## src/rtl/ipv4_csum_pkg.sv

```systemverilog
// Shared types and constants for the IPv4 TTL / header-checksum stage.
// Byte offsets are relative to the start of the IPv4 header.
package ipv4_csum_pkg;

    typedef enum logic [1:0] {
        IDLE,
        HOLD,
        EMIT0,
        PASS
    } state_t;

    localparam logic [15:0] ETHERTYPE_IPV4     = 16'h0800;
    localparam int          IP_OFFSET_UNTAGGED = 14;
    localparam int          IP_OFFSET_VLAN     = 18;
    localparam logic [7:0]  IPV4_VER_IHL       = 8'h45;

    localparam int HDR_TTL   = 8;
    localparam int HDR_PROTO = 9;
    localparam int HDR_CSUM  = 10;
    localparam int HDR_WORDS = 10;

    // End-around carry fold of a 20-bit sum of 16-bit words down to 16 bits.
    function automatic logic [15:0] csum_fold(input logic [19:0] sum);
        logic [16:0] t1;
        logic [16:0] t2;
        t1 = {1'b0, sum[15:0]} + {13'd0, sum[19:16]};
        t2 = {1'b0, t1[15:0]} + {16'd0, t1[16]};
        return t2[15:0];
    endfunction

endpackage

```

## src/rtl/fallthrough_small_fifo.sv

```systemverilog
// Small first-word-fallthrough FIFO: the head entry is visible on dout
// whenever empty is low; rd_en pops it.
module fallthrough_small_fifo #(
    parameter int WIDTH          = 72,
    parameter int MAX_DEPTH_BITS = 2
) (
    input  logic             clk,
    input  logic             reset,
    input  logic [WIDTH-1:0] din,
    input  logic             wr_en,
    input  logic             rd_en,
    output logic [WIDTH-1:0] dout,
    output logic             nearly_full,
    output logic             empty
);
    localparam int DEPTH = 1 << MAX_DEPTH_BITS;
    localparam int CW    = MAX_DEPTH_BITS + 1;
    localparam logic [CW-1:0] FULL_LEVEL = CW'(DEPTH);
    localparam logic [CW-1:0] NEAR_LEVEL = CW'(DEPTH - 1);

    logic [WIDTH-1:0]          mem [DEPTH];
    logic [MAX_DEPTH_BITS-1:0] wr_ptr_reg;
    logic [MAX_DEPTH_BITS-1:0] rd_ptr_reg;
    logic [CW-1:0]             count_reg;
    logic                      do_wr;
    logic                      do_rd;

    assign do_rd       = rd_en && (count_reg != '0);
    assign do_wr       = wr_en && (count_reg != FULL_LEVEL);
    assign dout        = mem[rd_ptr_reg];
    assign empty       = (count_reg == '0);
    assign nearly_full = (count_reg >= NEAR_LEVEL);

    always_ff @(posedge clk) begin
        if (do_wr) begin
            mem[wr_ptr_reg] <= din;
        end
    end

    always_ff @(posedge clk) begin
        if (reset) begin
            wr_ptr_reg <= '0;
            rd_ptr_reg <= '0;
            count_reg  <= '0;
        end else begin
            if (do_wr) begin
                wr_ptr_reg <= wr_ptr_reg + 1'b1;
            end
            if (do_rd) begin
                rd_ptr_reg <= rd_ptr_reg + 1'b1;
            end
            case ({do_wr, do_rd})
                2'b10:   count_reg <= count_reg + 1'b1;
                2'b01:   count_reg <= count_reg - 1'b1;
                default: count_reg <= count_reg;
            endcase
        end
    end

endmodule

```

## src/rtl/ipv4_ttl_checksum.sv

```systemverilog
// AXI4-Stream stage that verifies the IPv4 header checksum, optionally decrements
// TTL with an incremental checksum rewrite, flags errors in TUSER and counts frames.
module ipv4_ttl_checksum
    import ipv4_csum_pkg::*;
#(
    parameter int C_M_AXIS_DATA_WIDTH  = 256,
    parameter int C_S_AXIS_DATA_WIDTH  = 256,
    parameter int C_M_AXIS_TUSER_WIDTH = 128,
    parameter int C_S_AXIS_TUSER_WIDTH = 128,
    parameter int C_FIFO_DEPTH_BITS    = 2,
    parameter int C_IP_OFFSET          = 14,
    parameter int C_UPDATE_EN          = 1,
    parameter int C_ERR_BIT            = 32
) (
    input  logic                              AXI_ACLK,
    input  logic                              AXI_RESET,
    input  logic [C_S_AXIS_DATA_WIDTH-1:0]    S_AXIS_TDATA,
    input  logic [C_S_AXIS_DATA_WIDTH/8-1:0]  S_AXIS_TSTRB,
    input  logic [C_S_AXIS_TUSER_WIDTH-1:0]   S_AXIS_TUSER,
    input  logic                              S_AXIS_TVALID,
    output logic                              S_AXIS_TREADY,
    input  logic                              S_AXIS_TLAST,
    output logic [C_M_AXIS_DATA_WIDTH-1:0]    M_AXIS_TDATA,
    output logic [C_M_AXIS_DATA_WIDTH/8-1:0]  M_AXIS_TSTRB,
    output logic [C_M_AXIS_TUSER_WIDTH-1:0]   M_AXIS_TUSER,
    output logic                              M_AXIS_TVALID,
    input  logic                              M_AXIS_TREADY,
    output logic                              M_AXIS_TLAST,
    output logic [31:0]                       good_count,
    output logic [31:0]                       bad_csum_count,
    output logic [31:0]                       ttl_expired_count,
    output logic [31:0]                       last_dst_ip
);
    localparam int DW = C_S_AXIS_DATA_WIDTH;
    localparam int SW = DW / 8;
    localparam int UW = C_S_AXIS_TUSER_WIDTH;
    localparam int FW = DW + UW + SW + 1;

    localparam int ETYPE_BYTE = C_IP_OFFSET - 2;
    localparam int TTL_BYTE   = C_IP_OFFSET + HDR_TTL;
    localparam int PROTO_BYTE = C_IP_OFFSET + HDR_PROTO;
    localparam int CSUM_BYTE  = C_IP_OFFSET + HDR_CSUM;
    localparam bit OFFSET_OK  = (C_IP_OFFSET == IP_OFFSET_UNTAGGED) ||
                                (C_IP_OFFSET == IP_OFFSET_VLAN);

    logic [FW-1:0] fifo_din;
    logic [FW-1:0] fifo_dout;
    logic          fifo_rd_en;
    logic          fifo_nearly_full;
    logic          fifo_empty;

    logic [DW-1:0] head_data;
    logic [SW-1:0] head_strb;
    logic [UW-1:0] head_user;
    logic          head_last;

    state_t        state_reg;
    logic [DW-1:0] hold_data_reg;
    logic [SW-1:0] hold_strb_reg;
    logic [UW-1:0] hold_user_reg;
    logic          hold_last_reg;
    logic          is_ip_reg;
    logic          csum_bad_reg;
    logic          ttl_exp_reg;
    logic [31:0]   dst_ip_reg;

    logic [15:0]   hdr_word [HDR_WORDS];
    logic [19:0]   csum_sum;
    logic          csum_ok;
    logic          is_ip;
    logic [7:0]    ttl;
    logic [7:0]    proto;
    logic [7:0]    ttl_dec;
    logic          ttl_expired;
    logic [15:0]   m_old;
    logic [15:0]   m_new;
    logic [15:0]   hc_new;

    assign fifo_din = {S_AXIS_TLAST, S_AXIS_TUSER, S_AXIS_TSTRB, S_AXIS_TDATA};
    assign {head_last, head_user, head_strb, head_data} = fifo_dout;
    assign S_AXIS_TREADY = !fifo_nearly_full;

    fallthrough_small_fifo #(
        .WIDTH          (FW),
        .MAX_DEPTH_BITS (C_FIFO_DEPTH_BITS)
    ) u_in_fifo (
        .clk         (AXI_ACLK),
        .reset       (AXI_RESET),
        .din         (fifo_din),
        .wr_en       (S_AXIS_TVALID && S_AXIS_TREADY),
        .rd_en       (fifo_rd_en),
        .dout        (fifo_dout),
        .nearly_full (fifo_nearly_full),
        .empty       (fifo_empty)
    );

    // Header words live in the held beat 0 or, past byte 31, in the peeked beat 1.
    genvar gi;
    generate
        for (gi = 0; gi < HDR_WORDS; gi++) begin : g_hdr_word
            localparam int P = C_IP_OFFSET + 2 * gi;
            if (P < SW) begin : g_beat0
                assign hdr_word[gi] = hold_data_reg[DW-1-8*P -: 16];
            end else begin : g_beat1
                assign hdr_word[gi] = head_data[DW-1-8*(P-SW) -: 16];
            end
        end
    endgenerate

    always_comb begin
        csum_sum = '0;
        for (int i = 0; i < HDR_WORDS; i++) begin
            csum_sum = csum_sum + {4'd0, hdr_word[i]};
        end
        csum_ok     = (csum_fold(csum_sum) == 16'hFFFF);
        is_ip       = OFFSET_OK &&
                      (hold_data_reg[DW-1-8*ETYPE_BYTE -: 16] == ETHERTYPE_IPV4) &&
                      (hold_data_reg[DW-1-8*C_IP_OFFSET -: 8] == IPV4_VER_IHL);
        ttl         = hold_data_reg[DW-1-8*TTL_BYTE -: 8];
        proto       = hold_data_reg[DW-1-8*PROTO_BYTE -: 8];
        ttl_dec     = ttl - 8'd1;
        ttl_expired = (ttl <= 8'd1);
        m_old       = {ttl, proto};
        m_new       = {ttl_dec, proto};
        hc_new      = ~csum_fold({4'd0, ~hdr_word[HDR_CSUM/2]} + {4'd0, ~m_old} + {4'd0, m_new});
    end

    assign fifo_rd_en = !fifo_empty &&
                        ((state_reg == IDLE) || ((state_reg == PASS) && M_AXIS_TREADY));

    assign M_AXIS_TVALID = (state_reg == EMIT0) || ((state_reg == PASS) && !fifo_empty);
    assign M_AXIS_TDATA  = (state_reg == EMIT0) ? hold_data_reg : head_data;
    assign M_AXIS_TSTRB  = (state_reg == EMIT0) ? hold_strb_reg : head_strb;
    assign M_AXIS_TUSER  = (state_reg == EMIT0) ? hold_user_reg : head_user;
    assign M_AXIS_TLAST  = (state_reg == EMIT0) ? hold_last_reg : head_last;

    always_ff @(posedge AXI_ACLK) begin
        if (AXI_RESET) begin
            state_reg         <= IDLE;
            hold_data_reg     <= '0;
            hold_strb_reg     <= '0;
            hold_user_reg     <= '0;
            hold_last_reg     <= 1'b0;
            is_ip_reg         <= 1'b0;
            csum_bad_reg      <= 1'b0;
            ttl_exp_reg       <= 1'b0;
            dst_ip_reg        <= '0;
            good_count        <= '0;
            bad_csum_count    <= '0;
            ttl_expired_count <= '0;
            last_dst_ip       <= '0;
        end else begin
            case (state_reg)
                IDLE: begin
                    if (!fifo_empty) begin
                        hold_data_reg <= head_data;
                        hold_strb_reg <= head_strb;
                        hold_user_reg <= head_user;
                        hold_last_reg <= head_last;
                        is_ip_reg     <= 1'b0;
                        csum_bad_reg  <= 1'b0;
                        ttl_exp_reg   <= 1'b0;
                        state_reg     <= head_last ? EMIT0 : HOLD;
                    end
                end
                HOLD: begin
                    if (!fifo_empty) begin
                        is_ip_reg    <= is_ip;
                        csum_bad_reg <= is_ip && !csum_ok;
                        ttl_exp_reg  <= is_ip && csum_ok && ttl_expired;
                        dst_ip_reg   <= {hdr_word[8], hdr_word[9]};
                        if (is_ip && (!csum_ok || ttl_expired)) begin
                            hold_user_reg[C_ERR_BIT] <= 1'b1;
                        end else if (is_ip && (C_UPDATE_EN != 0)) begin
                            hold_data_reg[DW-1-8*TTL_BYTE -: 8]   <= ttl_dec;
                            hold_data_reg[DW-1-8*CSUM_BYTE -: 16] <= hc_new;
                        end
                        state_reg <= EMIT0;
                    end
                end
                EMIT0: begin
                    if (M_AXIS_TREADY) begin
                        if (is_ip_reg) begin
                            last_dst_ip <= dst_ip_reg;
                            if (csum_bad_reg) begin
                                bad_csum_count <= bad_csum_count + 32'd1;
                            end else if (ttl_exp_reg) begin
                                ttl_expired_count <= ttl_expired_count + 32'd1;
                            end else begin
                                good_count <= good_count + 32'd1;
                            end
                        end
                        state_reg <= hold_last_reg ? IDLE : PASS;
                    end
                end
                PASS: begin
                    if (!fifo_empty && M_AXIS_TREADY && head_last) begin
                        state_reg <= IDLE;
                    end
                end
                default: state_reg <= IDLE;
            endcase
        end
    end

endmodule

```

## config.mk

```make
export PLATFORM = sky130hd
export DESIGN_NAME = ipv4_ttl_checksum
export DESIGN_NICKNAME = d
export VERILOG_FILES = /design/src/rtl/ipv4_csum_pkg.sv /design/src/rtl/fallthrough_small_fifo.sv /design/src/rtl/ipv4_ttl_checksum.sv
export SDC_FILE = /design/constraint.sdc
export NUM_CORES = 2
export LEC_CHECK = 0
export CAP_MARGIN = 10
export CORE_ASPECT_RATIO = 1.25
export CORE_MARGIN = 5
export CORE_UTILIZATION = 45
export CTS_CLUSTER_DIAMETER = 60
export DETAILED_ROUTE_END_ITERATION = 8
export PLACE_DENSITY = 0.75
export SYNTH_ARGS = -nofsm -noshare
export SYNTH_HDL_FRONTEND = slang
export SYNTH_SLANG_ARGS = --single-unit
```

## constraint.sdc

```tcl
create_clock -name AXI_ACLK -period 15.8 [get_ports AXI_ACLK]
set_clock_uncertainty 0.1 [all_clocks]
set_input_delay 3.95 -clock AXI_ACLK [delete_from_list [all_inputs] [get_ports AXI_ACLK]]
set_output_delay 3.95 -clock AXI_ACLK [all_outputs]
set_load 0.005 [all_outputs]
```

# Yosys cells after proc, flatten, opt, wreduce, memory -nomap -nowiden
# Memory sizes are Yosys's and may differ from the RTL's. A register that Yosys moved wholly into a read port is not among the register bits.
# Cells that the tools add are included.
[word_totals]
reg_bits = 589
out_inout_bits = 547
ram_bits = 1668
mem_bits_ro = 0
latchBits = 0
n_memories = 1
[classes]
multipliers = 0
n_mux = 36
n_eq_ne = 16
n_reduce_logical = 34
magnitude_cmp = 2
div_mod_pow = 0
bitwise = 6
addsub = 23
n_shift = 0
[mem_list]
columns = ["memory", "words", "width", "read_ports", "rd_ports_with_merged_regs", "wr", "line", "source"]
rows = [
  ["u_in_fifo.mem", 4, 417, 1, 1, 1, "fallthrough_small_fifo.sv:21", "logic [WIDTH-1:0] mem [DEPTH];"],
]
[ops]
columns = ["cell", "n"]
rows = [
  ["two-way mux 256 bit", 1],
  ["two-way mux 128 bit", 1],
  ["adder 20 x 16 -> 20 bit", 5],
  ["adder 32 x 1 -> 32 bit (second input constant)", 3],
  ["two-way mux 80 bit", 1],
  ["two-way mux 16 bit", 3],
  ["NOT 16 bit", 3],
  ["adder 17 x 16 -> 18 bit", 2],
  ["adder 16 x 16 -> 17 bit", 2],
  ["two-way mux 33 bit", 1],
  ["adder 16 x 1 -> 16 bit", 2],
  ["two-way mux 32 bit", 1],
  ["case mux 16 bit (2 select lines)", 1],
  ["two-way mux 8 bit", 3],
  ["adder 19 x 16 -> 20 bit", 1],
  ["adder 18 x 16 -> 19 bit", 1],
  ["adder 16 x 2 -> 17 bit", 1],
  ["adder 16 x 4 -> 17 bit", 1],
  ["equality test 16 x 12 -> 1 bit (second input constant)", 1],
  ["equality test 16 bit (second input constant)", 1],
  ["two-way mux 2 bit", 8],
  ["case mux 8 bit (2 select lines)", 1],
  ["AND reduction 5 bit", 3],
  ["logical AND 1 bit", 13],
  ["26 further kinds", 57],
]

# Longest topological paths before layout
[logic_depth]
depth_word = 18
ltp_mapped = 36
mapped_depth_nobuf = 35

# By module
# A second synthesis with hierarchy kept.
[unflattened]
hier_cells = 6124
area_unflattened_um2 = 92941.6
[by_module_without_submodules]
columns = ["module", "area_per_inst_um2", "n_inst", "cells_per_inst"]
rows = [
  ["fallthrough_small_fifo", 60535.6, 1, 2232],
  ["ipv4_ttl_checksum", 32406.1, 1, 3892],
]

# Worst setup path before layout
# Ideal clock, no wire load.
[synth_path]
path_type = "input port to flip-flop"
startpoint = "input S_AXIS_TVALID"
endpoint = "memory u_in_fifo.mem[0][0] (netlist bit), enable pin"
t_arrival_ns = 13.419
required_ns = 14.861
path_stages = 1
slack_ns = 1.442
setup_ns = 0.839
n_path_buf = 0
cell_sequence = "and3_1"
[synth_between]
elab_chain_len = 4
[synth_rtl]
columns = ["item", "line", "source"]
rows = [
  ["start, declared", "ipv4_ttl_checksum.sv:20", "input logic S_AXIS_TVALID,"],
  ["logical AND 1 bit", "ipv4_ttl_checksum.sv:90", ".wr_en (S_AXIS_TVALID && S_AXIS_TREADY),"],
  ["logical AND 1 bit", "fallthrough_small_fifo.sv:29", "assign do_wr = wr_en && (count_reg != FULL_LEVEL);"],
  ["two-way mux 1 bit", "fallthrough_small_fifo.sv:35", "if (do_wr) begin"],
  ["two-way mux 1 bit (not written as such)", "fallthrough_small_fifo.sv:36", "mem[wr_ptr_reg] <= din;"],
  ["end, declared", "fallthrough_small_fifo.sv:21", ""],
]
# No other way between the ends.

# Worst setup path in the final report
[layout_path]
startpoint = "register hold_data_reg[5]"
endpoint = "register hold_data_reg[55]"
[layout_between]
elab_chain_len = 10
[layout_rtl]
columns = ["item", "line", "source"]
rows = [
  ["start, declared", "ipv4_ttl_checksum.sv:58", "logic [DW-1:0] hold_data_reg;"],
  ["start signal, assigned", "ipv4_ttl_checksum.sv:156", "hold_data_reg <= head_data;"],
  ["start signal, assigned by index", "ipv4_ttl_checksum.sv:175", "hold_data_reg[DW-1-8*TTL_BYTE -: 8] <= ttl_dec;"],
  ["start signal, assigned by index", "ipv4_ttl_checksum.sv:176", "hold_data_reg[DW-1-8*CSUM_BYTE -: 16] <= hc_new;"],
  ["adder 20 x 16 -> 20 bit (2 in series)", "ipv4_ttl_checksum.sv:113", "csum_sum = csum_sum + {4'd0, hdr_word[i]};"],
  ["adder 16 x 4 -> 17 bit", "ipv4_csum_pkg.sv:26", "t1 = {1'b0, sum[15:0]} + {13'd0, sum[19:16]};"],
  ["adder 16 x 1 -> 16 bit", "ipv4_csum_pkg.sv:27", "t2 = {1'b0, t1[15:0]} + {16'd0, t1[16]};"],
  ["equality test 16 bit", "ipv4_ttl_checksum.sv:115", "csum_ok = (csum_fold(csum_sum) == 16'hFFFF);"],
  ["logical NOT 1 bit", "ipv4_ttl_checksum.sv:172", "if (is_ip && (!csum_ok || ttl_expired)) begin"],
  ["logical OR 1 bit", "ipv4_ttl_checksum.sv:172", ""],
  ["logical AND 1 bit", "ipv4_ttl_checksum.sv:172", ""],
  ["!= test 2 bit (no source line)", "--", ""],
  ["AND reduction 5 bit (no source line)", "--", ""],
]
# No other way between the ends.
# A chain may end at the register's enable or synchronous reset.

==> results by group <==
Outcome
  – Status: finished clean

Cells and area
  – Area growth syn-to-layout: 21.2%
  – Share of cells above drive strength 1: 10.8%
  – Largest register FFs: 1668
  – Post-layout util: 54.8%
  – Nets: 8405
  – # fillers: 16400

STA
  – Final Hold Viols: 0
  – RSZ-0062 raised after global routing: no
  – Hold WS: 0.343 ns
  – Crit path time final: 10.28 ns
  – Max Clk Rate: 0.0972 GHz
  – Period utilisation layout: 65.1%
  – Fin Setup TNS: 0 ns
  – Slew @ Worst Pin: 1.13 ns
  – Final setup viols: 0
  – Final Max Slew Viols: 0
  – Slew headroom: 24.5%

CTS
  – CTS tree: yes
  – Hold buffers post-CTS: 0
  – CTS resizes: 0
  – CTS root buf: clkbuf_16
  – Worst skew pair latency: 0.89 ns
  – Clock Pin Slew Worst Setup and Hold Paths: 0.06 ns
  – Clock sinks: 2259
  – Post-CTS Setup Bufs: 0
  – H-tree levels: 4
  – Bufs on Longest Clock Path: 3
  – Total CTS buffers: 217

Critical path
  – Buf/Inv on CP: 5
  – CP Class: flip-flop to flip-flop
  – Crit end category: flip-flop
  – CP max FO: 21
  – WP data required: 16.40 ns
  – Reg-to-reg critical path startpoint: hold_data_reg[5]
  – Crit start category: flip-flop
  – Crit path arrival time: 10.88 ns
  – Crit path launch: hold_data_reg[5]
  – CP max stage delay: 0.58 ns
  – Flop-to-flop setup slack: 5.52 ns
  – WP depth: 35
  – Critical path's slowest cell: fa_1
  – CP dominant cell by count: fa_1
  – CP top delay family: compound AO/OA/AOI/OAI gates
  – Worst Setup EP: hold_data_reg[55]
  – Reg2reg path depth: 35
  – Worst R2R End: hold_data_reg[55]

Global routing
  – Initial antenna violation count: 104
  – Vias in the first global route: 59400
  – Largest net degree at the start of global routing: 154
  – First-pass GRT wire length: 394000 um
  – Total gr overflow: 0
  – Total GRT Usage: 24.4%

Floorplanning
  – Initial Util: 45.2%
  – Die footprint: 215000 um2
  – # rows: 186
  – # IOs: 968
  – CORE AREA: 205000 um2
  – Die width: 416 um
  – Die Y-Extent: 518 um

Drt
  – Max Used Layer: met5
  – Iter 0 DRT Violations: 5624
  – Total number of vias: 59700
  – Avg WL per Cell: 25.3 um
  – Routed wl met3: 25400 um
  – Drt first pass iters: 8
  – DR WL met2: 136000 um
  – Final wirelength: 272000 um
  – Vias per std cell: 5.55
  – Residual DRC count: 0
  – Post-route antenna net violation count: 0
  – WL met1: 96700 um

Min path
  – Hold Path Class: flip-flop to flip-flop

Synth
  – Ys Warns: 0
  – Seq/Total Area, Yosys: 66.7%
  – FFs w/ async S/R, synth: 0%
  – Post-Synthesis Cells: 6888
  – Synth Net Count: 7518
  – Most used DFF post-synth: edfxtp_1
  – Distinct cells, synth: 95
  – EDFF count, synth: 1668
  – Average size of a mapped cell: 13.5 um2
  – Post-Syn Area: 92800 um2
  – Yosys reg bits: 2259

Flow run
  – Max-cap violations: 0

Placed design
  – Input/output buffers: 967
  – Final Wtd Congestion: 0.893
  – HPWL after DPL: 184000 um
==> how the worst min path moves through the flow <==
stage / from / endpoint / cells past startpoint / slack (ns)
2_1_floorplan: dst_ip_reg[0] / last_dst_ip[0] / 2 / 0.33
3_3_place_gp: dst_ip_reg[28] / last_dst_ip[28] / 2 / 0.34
3_5_place_dp: dst_ip_reg[28] / last_dst_ip[28] / 2 / 0.34
4_1_cts: dst_ip_reg[4] / last_dst_ip[4] / 2 / 0.34
5_1_grt: dst_ip_reg[28] / last_dst_ip[28] / 2 / 0.37
6_report: dst_ip_reg[4] / last_dst_ip[4] / 2 / 0.34
==> cells by family (layout without fill, tap and decap cells) <==
kind of cell	Yosys count	after routing	synth area share (%)
xor gates and xnor gates	137	137	1.29
AOI/OAI and AO/OA	786	786	4.72
buffers and inverters	569	1652	2.35
adders and majority gates	209	209	3.86
DFF	2259	2259	66.7
and+or+nand+nor	2501	2501	10.8
other	0	69	0
muxes	427	427	10.2
==> cells in the mapped netlist, drive strengths merged, types with 54 or more instances <==
cell type	number	area (um2)
nand3	54	270
a21oi	536	2690
nor2	148	566
mux4	417	9400
xor2	95	832
o21ai	117	586
nand2	2105	7900
ha	80	1000
inv	197	739
dfxtp	591	11800
fa	129	2580
edfxtp	1668	50100
clkbuf	304	1160
buf	66	260
==> layout by cell type (no fill, tap or decap), types with 129 or more instances in the layout <==
master           netlist  layout
a21oi_1              535     534
clkbuf_16              0     219
clkdlybuf4s50_1        0     966
dfxtp_1              591     589
edfxtp_1            1668    1668
fa_1                 129     129
inv_1                197     197
mux4_2               416     416
nand2_1             2105    2105
nor2_1               146     145
==> stage by stage <==
step,cell area [um2],setup slack [ns],cells
6_report,112000,5.52,10800
5_1_grt,112000,4.87,10700
4_1_cts,112000,5.52,10700
3_5_place_dp,105000,5.58,10300
3_3_place_gp,105000,5.71,10300
2_1_floorplan,92800,1.44,6888
==> worst reg2reg max path: cells and delay by family, from the launching register on <==
kind,cells,cell delay [ns]
XOR/XNOR,2,0.39
AND/OR/NAND/NOR,4,1.07
flip-flops,1,0.36
adder cells (fa/ha/maj),9,3.89
buffers and inverters,5,0.37
AO/OA/AOI/OAI,15,3.92
==> layer usage <==
metal | vias to the layer above | global-route usage, %
met5 | - | 0
met3 | 558 | 7.19
li1 | 26500 | -
met1 | 29800 | 28.9
met2 | 2750 | 40.5
met4 | 52 | 12.8
==> final cells by class <==
type | count | area [um2] | area share (%)
sequential | 2259 | 61900 | 55.1
multi-input combinational | 4060 | 28800 | 25.6
timing repair buffer | 1040 | 10300 | 9.19
clock buffer | 311 | 6040 | 5.37
tap | 2726 | 3410 | 3.03
clock inverter | 104 | 1060 | 0.945
inverter | 197 | 739 | 0.658
antenna | 69 | 173 | 0.154
Power is left out: the tool's default activity adds up to more than one toggle a clock period on the data nets, which glitch-free logic cannot reach.
